[config.mk]
export PLATFORM = sky130hd
export DESIGN_NAME = stepper_dispatch_scheduler
export DESIGN_NICKNAME = d
export VERILOG_FILES = /design/src/rtl/scara_pkg.sv /design/src/rtl/stepper_dispatch_scheduler_seg_fifo.sv /design/src/rtl/stepper_dispatch_scheduler.sv
export SDC_FILE = /design/constraint.sdc
export NUM_CORES = 1
export LEC_CHECK = 0
export CORE_MARGIN = 10
export CORE_UTILIZATION = 32
export CTS_CLUSTER_DIAMETER = 150
export DETAILED_ROUTE_END_ITERATION = 16
export PLACE_DENSITY = 0.6
export SKIP_LAST_GASP = 1
export SYNTH_ARGS = -nofsm -noshare
export SYNTH_HDL_FRONTEND = slang
export SYNTH_HIERARCHICAL = 1
export SYNTH_SLANG_ARGS = --single-unit
[constraint.sdc]
create_clock -name clk -period 3.25 [get_ports clk]
set_clock_uncertainty 0.1 [all_clocks]
set_input_delay 0.325 -clock clk [delete_from_list [all_inputs] [get_ports clk]]
set_output_delay 0.325 -clock clk [all_outputs]
set_load 0.02 [all_outputs]
[src/rtl/scara_pkg.sv]
// Shared types for the SCARA stepper dispatch path: scheduler states and the
// per-segment command record carried through the segment FIFO.
package scara_pkg;

    localparam int unsigned STEP_W = 8;

    typedef enum logic [2:0] {
        IDLE,
        LOAD,
        PEN_WAIT,
        ISSUE,
        BLANK,
        RUN,
        SETTLE
    } sched_state_t;

    typedef struct packed {
        logic [STEP_W-1:0] steps1;
        logic              dir1;
        logic [STEP_W-1:0] steps2;
        logic              dir2;
        logic              pen;
    } seg_t;

endpackage

[src/rtl/stepper_dispatch_scheduler_seg_fifo.sv]
// Segment FIFO: power-of-two depth, registered occupancy, synchronous flush.
// Full/empty come from the registered count, so a same-cycle pop never frees a slot for a push.
import scara_pkg::*;

module seg_fifo #(
    parameter int unsigned DEPTH = 4
) (
    input  logic                         clk,
    input  logic                         rst,
    input  logic                         push,
    input  logic                         pop,
    input  logic                         flush,
    input  seg_t                         din,
    output seg_t                         dout,
    output logic [$clog2(DEPTH+1)-1:0]   count,
    output logic                         full,
    output logic                         empty
);

    localparam int unsigned PTR_W = $clog2(DEPTH);
    localparam int unsigned CNT_W = $clog2(DEPTH+1);
    localparam logic [CNT_W-1:0] FULL_CNT = CNT_W'(DEPTH);

    seg_t             mem [DEPTH];
    logic [PTR_W-1:0] wptr;
    logic [PTR_W-1:0] rptr;
    logic             do_push;
    logic             do_pop;

    assign full    = (count == FULL_CNT);
    assign empty   = (count == '0);
    assign do_push = push && !full && !flush;
    assign do_pop  = pop && !empty && !flush;
    assign dout    = mem[rptr];

    always_ff @(posedge clk or posedge rst) begin
        if (rst) begin
            wptr  <= '0;
            rptr  <= '0;
            count <= '0;
        end else if (flush) begin
            wptr  <= '0;
            rptr  <= '0;
            count <= '0;
        end else begin
            if (do_push) wptr <= wptr + 1'b1;
            if (do_pop)  rptr <= rptr + 1'b1;
            case ({do_push, do_pop})
                2'b10:   count <= count + 1'b1;
                2'b01:   count <= count - 1'b1;
                default: count <= count;
            endcase
        end
    end

    always_ff @(posedge clk) begin
        if (do_push) mem[wptr] <= din;
    end

endmodule

[src/rtl/stepper_dispatch_scheduler.sv]
// Buffers controller step segments and releases them to both joint drivers with a
// shared start pulse, sequencing pen changes and post-move settling between segments.
import scara_pkg::*;

module stepper_dispatch_scheduler #(
    parameter int unsigned DEPTH         = 4,
    parameter int unsigned SETTLE_CYCLES = 50,
    parameter int unsigned PEN_CYCLES    = 2500000,
    parameter int unsigned BLANK_CYCLES  = 2
) (
    input  logic                       clk,
    input  logic                       reset,
    input  logic                       seg_valid,
    input  logic [STEP_W-1:0]          seg_steps1,
    input  logic                       seg_dir1,
    input  logic [STEP_W-1:0]          seg_steps2,
    input  logic                       seg_dir2,
    input  logic                       seg_pen,
    output logic                       seg_ready,
    input  logic                       flush,
    input  logic                       m1_finished,
    input  logic                       m2_finished,
    output logic                       motor_new,
    output logic [STEP_W-1:0]          m1_steps,
    output logic                       m1_dir,
    output logic [STEP_W-1:0]          m2_steps,
    output logic                       m2_dir,
    output logic                       pen_out,
    output logic                       busy,
    output logic [$clog2(DEPTH+1)-1:0] fifo_count,
    output logic                       overflow
);

    localparam int unsigned CNT_MAX_A = (PEN_CYCLES > SETTLE_CYCLES) ? PEN_CYCLES : SETTLE_CYCLES;
    localparam int unsigned CNT_MAX   = (CNT_MAX_A > BLANK_CYCLES) ? CNT_MAX_A : BLANK_CYCLES;
    localparam int unsigned CNT_W     = $clog2(CNT_MAX + 1);
    localparam int unsigned BLANK_LAST = (BLANK_CYCLES == 0) ? 0 : BLANK_CYCLES - 1;

    localparam logic [CNT_W-1:0] PEN_END    = CNT_W'(PEN_CYCLES);
    localparam logic [CNT_W-1:0] SETTLE_END = CNT_W'(SETTLE_CYCLES);
    localparam logic [CNT_W-1:0] BLANK_END  = CNT_W'(BLANK_LAST);

    sched_state_t     state;
    sched_state_t     state_n;
    logic [CNT_W-1:0] cnt;
    logic             seg_pen_q;
    logic             pop;
    logic             load_pen;
    logic             zero_steps;
    logic             fifo_full;
    logic             fifo_empty;
    seg_t             fifo_din;
    seg_t             head;

    assign fifo_din = '{steps1: seg_steps1, dir1: seg_dir1, steps2: seg_steps2,
                        dir2: seg_dir2, pen: seg_pen};

    seg_fifo #(.DEPTH(DEPTH)) u_fifo (
        .clk   (clk),
        .rst   (reset),
        .push  (seg_valid),
        .pop   (pop),
        .flush (flush),
        .din   (fifo_din),
        .dout  (head),
        .count (fifo_count),
        .full  (fifo_full),
        .empty (fifo_empty)
    );

    assign seg_ready  = !fifo_full;
    assign motor_new  = (state == ISSUE);
    assign busy       = (state != IDLE) || !fifo_empty;
    assign zero_steps = (m1_steps == '0) && (m2_steps == '0);

    always_comb begin
        state_n  = state;
        pop      = 1'b0;
        load_pen = 1'b0;
        unique case (state)
            IDLE: begin
                // No pop on a flush cycle: the flushed head must not escape as a dispatch.
                if (!fifo_empty && !flush) begin
                    pop     = 1'b1;
                    state_n = LOAD;
                end
            end
            LOAD: begin
                if (seg_pen_q != pen_out) begin
                    load_pen = 1'b1;
                    state_n  = PEN_WAIT;
                end else if (zero_steps) begin
                    state_n = SETTLE;
                end else begin
                    state_n = ISSUE;
                end
            end
            PEN_WAIT: if (cnt == PEN_END) state_n = zero_steps ? SETTLE : ISSUE;
            ISSUE:    state_n = BLANK;
            BLANK:    if (cnt == BLANK_END) state_n = RUN;
            RUN:      if (m1_finished && m2_finished) state_n = SETTLE;
            SETTLE:   if (cnt == SETTLE_END) state_n = IDLE;
            default:  state_n = IDLE;
        endcase
    end

    always_ff @(posedge clk or posedge reset) begin
        if (reset) begin
            state     <= IDLE;
            cnt       <= '0;
            m1_steps  <= '0;
            m1_dir    <= 1'b0;
            m2_steps  <= '0;
            m2_dir    <= 1'b0;
            seg_pen_q <= 1'b0;
            pen_out   <= 1'b0;
            overflow  <= 1'b0;
        end else begin
            state <= state_n;
            if (state_n != state)
                cnt <= '0;
            else if (state == PEN_WAIT || state == BLANK || state == SETTLE)
                cnt <= cnt + 1'b1;
            if (pop) begin
                m1_steps  <= head.steps1;
                m1_dir    <= head.dir1;
                m2_steps  <= head.steps2;
                m2_dir    <= head.dir2;
                seg_pen_q <= head.pen;
            end
            if (load_pen) pen_out <= seg_pen_q;
            if (seg_valid && fifo_full && !flush) overflow <= 1'b1;
        end
    end

endmodule

==> impl_metrics.csv <==
group,metric,value,unit
finish,fill_cells,1549,
die,die_h,153.4,um
clocking,cts_htree_levels,4,
grt,grtUsageMet2,16.21,%
yosys,synth-xor-area-share,4.150,%
die,num_rows,48,
worst_setup_path,cp_max_fo,11,
detailed_routing,detail_route.wl_per_cell,18.14,um
detailed_routing,vias,3342,
worst_setup_path,r2r_setup_slack,730,ps
timing,setup_tns,0,ps
worst_setup_path,slowest_delay,510,ps
worst_setup_path,arrival,2750,ps
grt,grt_busiest_layer,"met2",
die,fp.dieW,153.4,um
finish,fin_nets,471,
worst_setup_path,critPathCaptureType,"flop",
clocking,ctsResizeCount,0,
flow_run,max_cap_violations,0,
placed_design,dp_hpwl,7.945,mm
die,coreArea,17360,sq um
yosys,ys_seq_area_share,63.33,%
grt,gr-usage-met3,3.872,%
yosys,synth_top_area_share,40.05,%
power_and_ir_drop,peakVddDrop,0.4245,mV
worst_setup_path,worstRegToRegCells,8,
worst_setup_path,r2r_end,"u_fifo/count[2]",
detailed_routing,totalWireLength,12.24,mm
clocking,cts_tree,"built",
grt,grt_pass1_vias,3553,
finish,area_delta_synth_final,23.21,%
placed_design,place_area,6430,sq um
yosys,synth_nets,409,
detailed_routing,antenna_left,0,
yosys,syn_inst,375,
worst_setup_path,cp_num_buf_inv,0,
timing,rsz0062_at_grt,"no",
timing,drv_slew,0,
worst_setup_path,r2r-start,"u_fifo/count[0]",
yosys,ys_warn_count,6,
yosys,avgSynthCellArea,15.19,sq um
yosys,synth-simple-area-share,12.54,%
timing,fmax,396.2,MHz
yosys,synth_mux_area_share,12.21,%
placed_design,io_buffers,50,
worst_setup_path,crit_type,"flop to flop",
detailed_routing,drc,0,
yosys,ys_types,58,
detailed_routing,drt_first_pass_iters,4,
clocking,cts_root_buffer,"clkbuf_16",
timing,tightest_slew,1039,ps
finish,regArea,3608,sq um
grt,grt_pass1_wl,20.00,mm
worst_setup_path,cp_slowest_cell,"dfrtp_1",
clocking,ctsHoldBuffers,0,
die,start_util,32.83,%
clocking,clk_pin_slew_worst_paths,60,ps
hold_path,hp-class,"primary input to asynchronous set/reset pin",
die,dieArea,23540,sq um
yosys,synth_compound_area_share,2.833,%
timing,hold_slack,101.3,ps
yosys,netlist_area,5698,sq um
detailed_routing,drt_iter0_drc,328,
outcome,outcome,"completed",
yosys,synth-edff-count,76,
worst_setup_path,path_delay_family,"simple AND/OR/NAND/NOR gates",
die,io-pin-count,51,
yosys,synth-async-reset-ratio,41.09,%
clocking,max-clock-path-buffers,2,
timing,fin_crit_sh,77.67,%
grt,antenna_found_initial,0,
power_and_ir_drop,p_total,3797,uW
yosys,synth_fa_ha_area_share,2.108,%
finish,drive_gt1_share,21.33,%
placed_design,routabilityCongestion,0.8294,
timing,setup_viol,0,
grt,gr-total-overflow,0,
finish,mostFrequentLayoutCells,"edfxtp_1, dfrtp_1, clkdlybuf4s50_1, mux2_2, nor2_1",
yosys,synth_ff_type,"edfxtp_1",
power_and_ir_drop,power_density,540.9,nW/um^2
power_and_ir_drop,p_leak,0.002630,uW
detailed_routing,avgViaCountPerCell,4.951,
finish,layout_commonest_cell,"edfxtp_1",
grt,grt_max_degree,47,
timing,slew-limit-headroom,30.76,%
clocking,cts_setup_buffers,0,
timing,period_needed,2524,ps
timing,finalHoldViolCount,0,
yosys,ys_ff_latch,129,
finish,finalInstanceArea,7020,sq um
clocking,clk_latency,410,ps
worst_setup_path,cp_cell_sequence,"nor3_1 -> nor4b_2 -> o21ai_1 -> nor3b_1 -> fa_1 -> nor4b_1 -> a32oi_1 -> a31oi_1",
clocking,clock_sinks,129,
clocking,numCtsBuffers,17,
finish,multiInputGateArea,1934,sq um
grt,use_met1,13.71,%
finish,diodes,0,
grt,grt_use_total,10.56,%
worst_setup_path,cp.required,3480,ps
finish,final_util,40.45,%
yosys,synth_top_family_by_area,"simple AND/OR/NAND/NOR gates",
yosys,yosys.area.top_type,"edfxtp_1",
worst_setup_path,cp-start-kind,"flop",
yosys,synth_area_leaders,"edfxtp_1, dfrtp_1, mux4_2",
==> area by class of cell <==
class	instances	area share [%]
inverter	8	0.4277
clock buffer	17	6.060
timing repair buffer	60	8.198
clock inverter	15	2.353
sequential	129	51.40
tap	225	4.010
multi-input combinational	221	27.55
==> logic make-up after synthesis <==
group                      after synthesis
buffers and inverters                   25
and+or+nand+nor                        119
xor gates and xnor gates                27
AOI/OAI and AO/OA                       23
muxes                                   43
adders and majority gates                9
DFF                                    129
==> routing by layer <==
metal	vias up	share of wire, %
li1	1553	-
met1	1704	47
met2	79	47
met3	6	5.3
met4	0	0.53
met5	-	0
==> sequential cells by signal, indices dropped and copies added (netlist names) <==
name / cells
overflow: 1
u_fifo/mem: 76
cnt: 22
seg_pen_q: 1
u_fifo/wptr: 2
m2_steps: 8
pen_out: 1
m1_dir: 1
state: 3
u_fifo/rptr: 2
m1_steps: 8
m2_dir: 1
u_fifo/count: 3
==> metrics by stage <==
stage	worst slack, ps	instances
2_1_floorplan	305.2	375
3_3_place_gp	735.6	643
3_5_place_dp	665.2	643
4_1_cts	707.4	675
5_1_grt	555.5	675
6_report	725.7	675
==> worst register-to-register path, cell delays in order (launching register included) <==
cell	delay, ps
dfrtp_1	510
nor3_1	390
nor4b_2	110
o21ai_1	180
nor3b_1	100
fa_1	450
nor4b_1	350
a32oi_1	110
a31oi_1	160
==> Yosys cell counts (2+ instances only) <==
master,number
a21boi_0,2
a21oi_1,2
a31oi_1,2
a32oi_1,2
and2_1,5
and3_1,4
and4_2,2
buf_2,5
buf_4,3
buf_6,4
clkbuf_1,3
clkbuf_8,2
dfrtp_1,53
edfxtp_1,76
ha_1,8
inv_1,8
mux2_2,21
mux2i_1,2
mux4_2,19
nand2_1,15
nand2b_1,3
nand3_1,16
nand3b_1,3
nand4_1,5
nand4b_1,2
nor2_1,20
nor3_1,18
nor4_1,6
nor4_4,2
nor4b_1,2
o21ai_0,5
o21bai_1,2
or3_1,2
or4_1,2
xnor2_1,9
xor2_1,18
==> worst max path at each step <==
stage	from	end	slack [ps]	cells past startpoint
CTS	u_fifo/count[0]	busy	710	3
detailed placement	seg_valid	u_fifo/count[2]	670	7
finish	u_fifo/count[0]	u_fifo/count[2]	730	8
global placement	seg_valid	u_fifo/count[2]	740	7
floorplan	u_fifo/count[0]	u_fifo/count[1]	310	9
global route	u_fifo/count[0]	u_fifo/count[2]	560	8
==> power breakdown <==
part	switching [uW]	internal, uW
Combinational	64.5	54.1
Clock	803	1090
Sequential	11.8	1770
(Power assumes the default switching activity.)
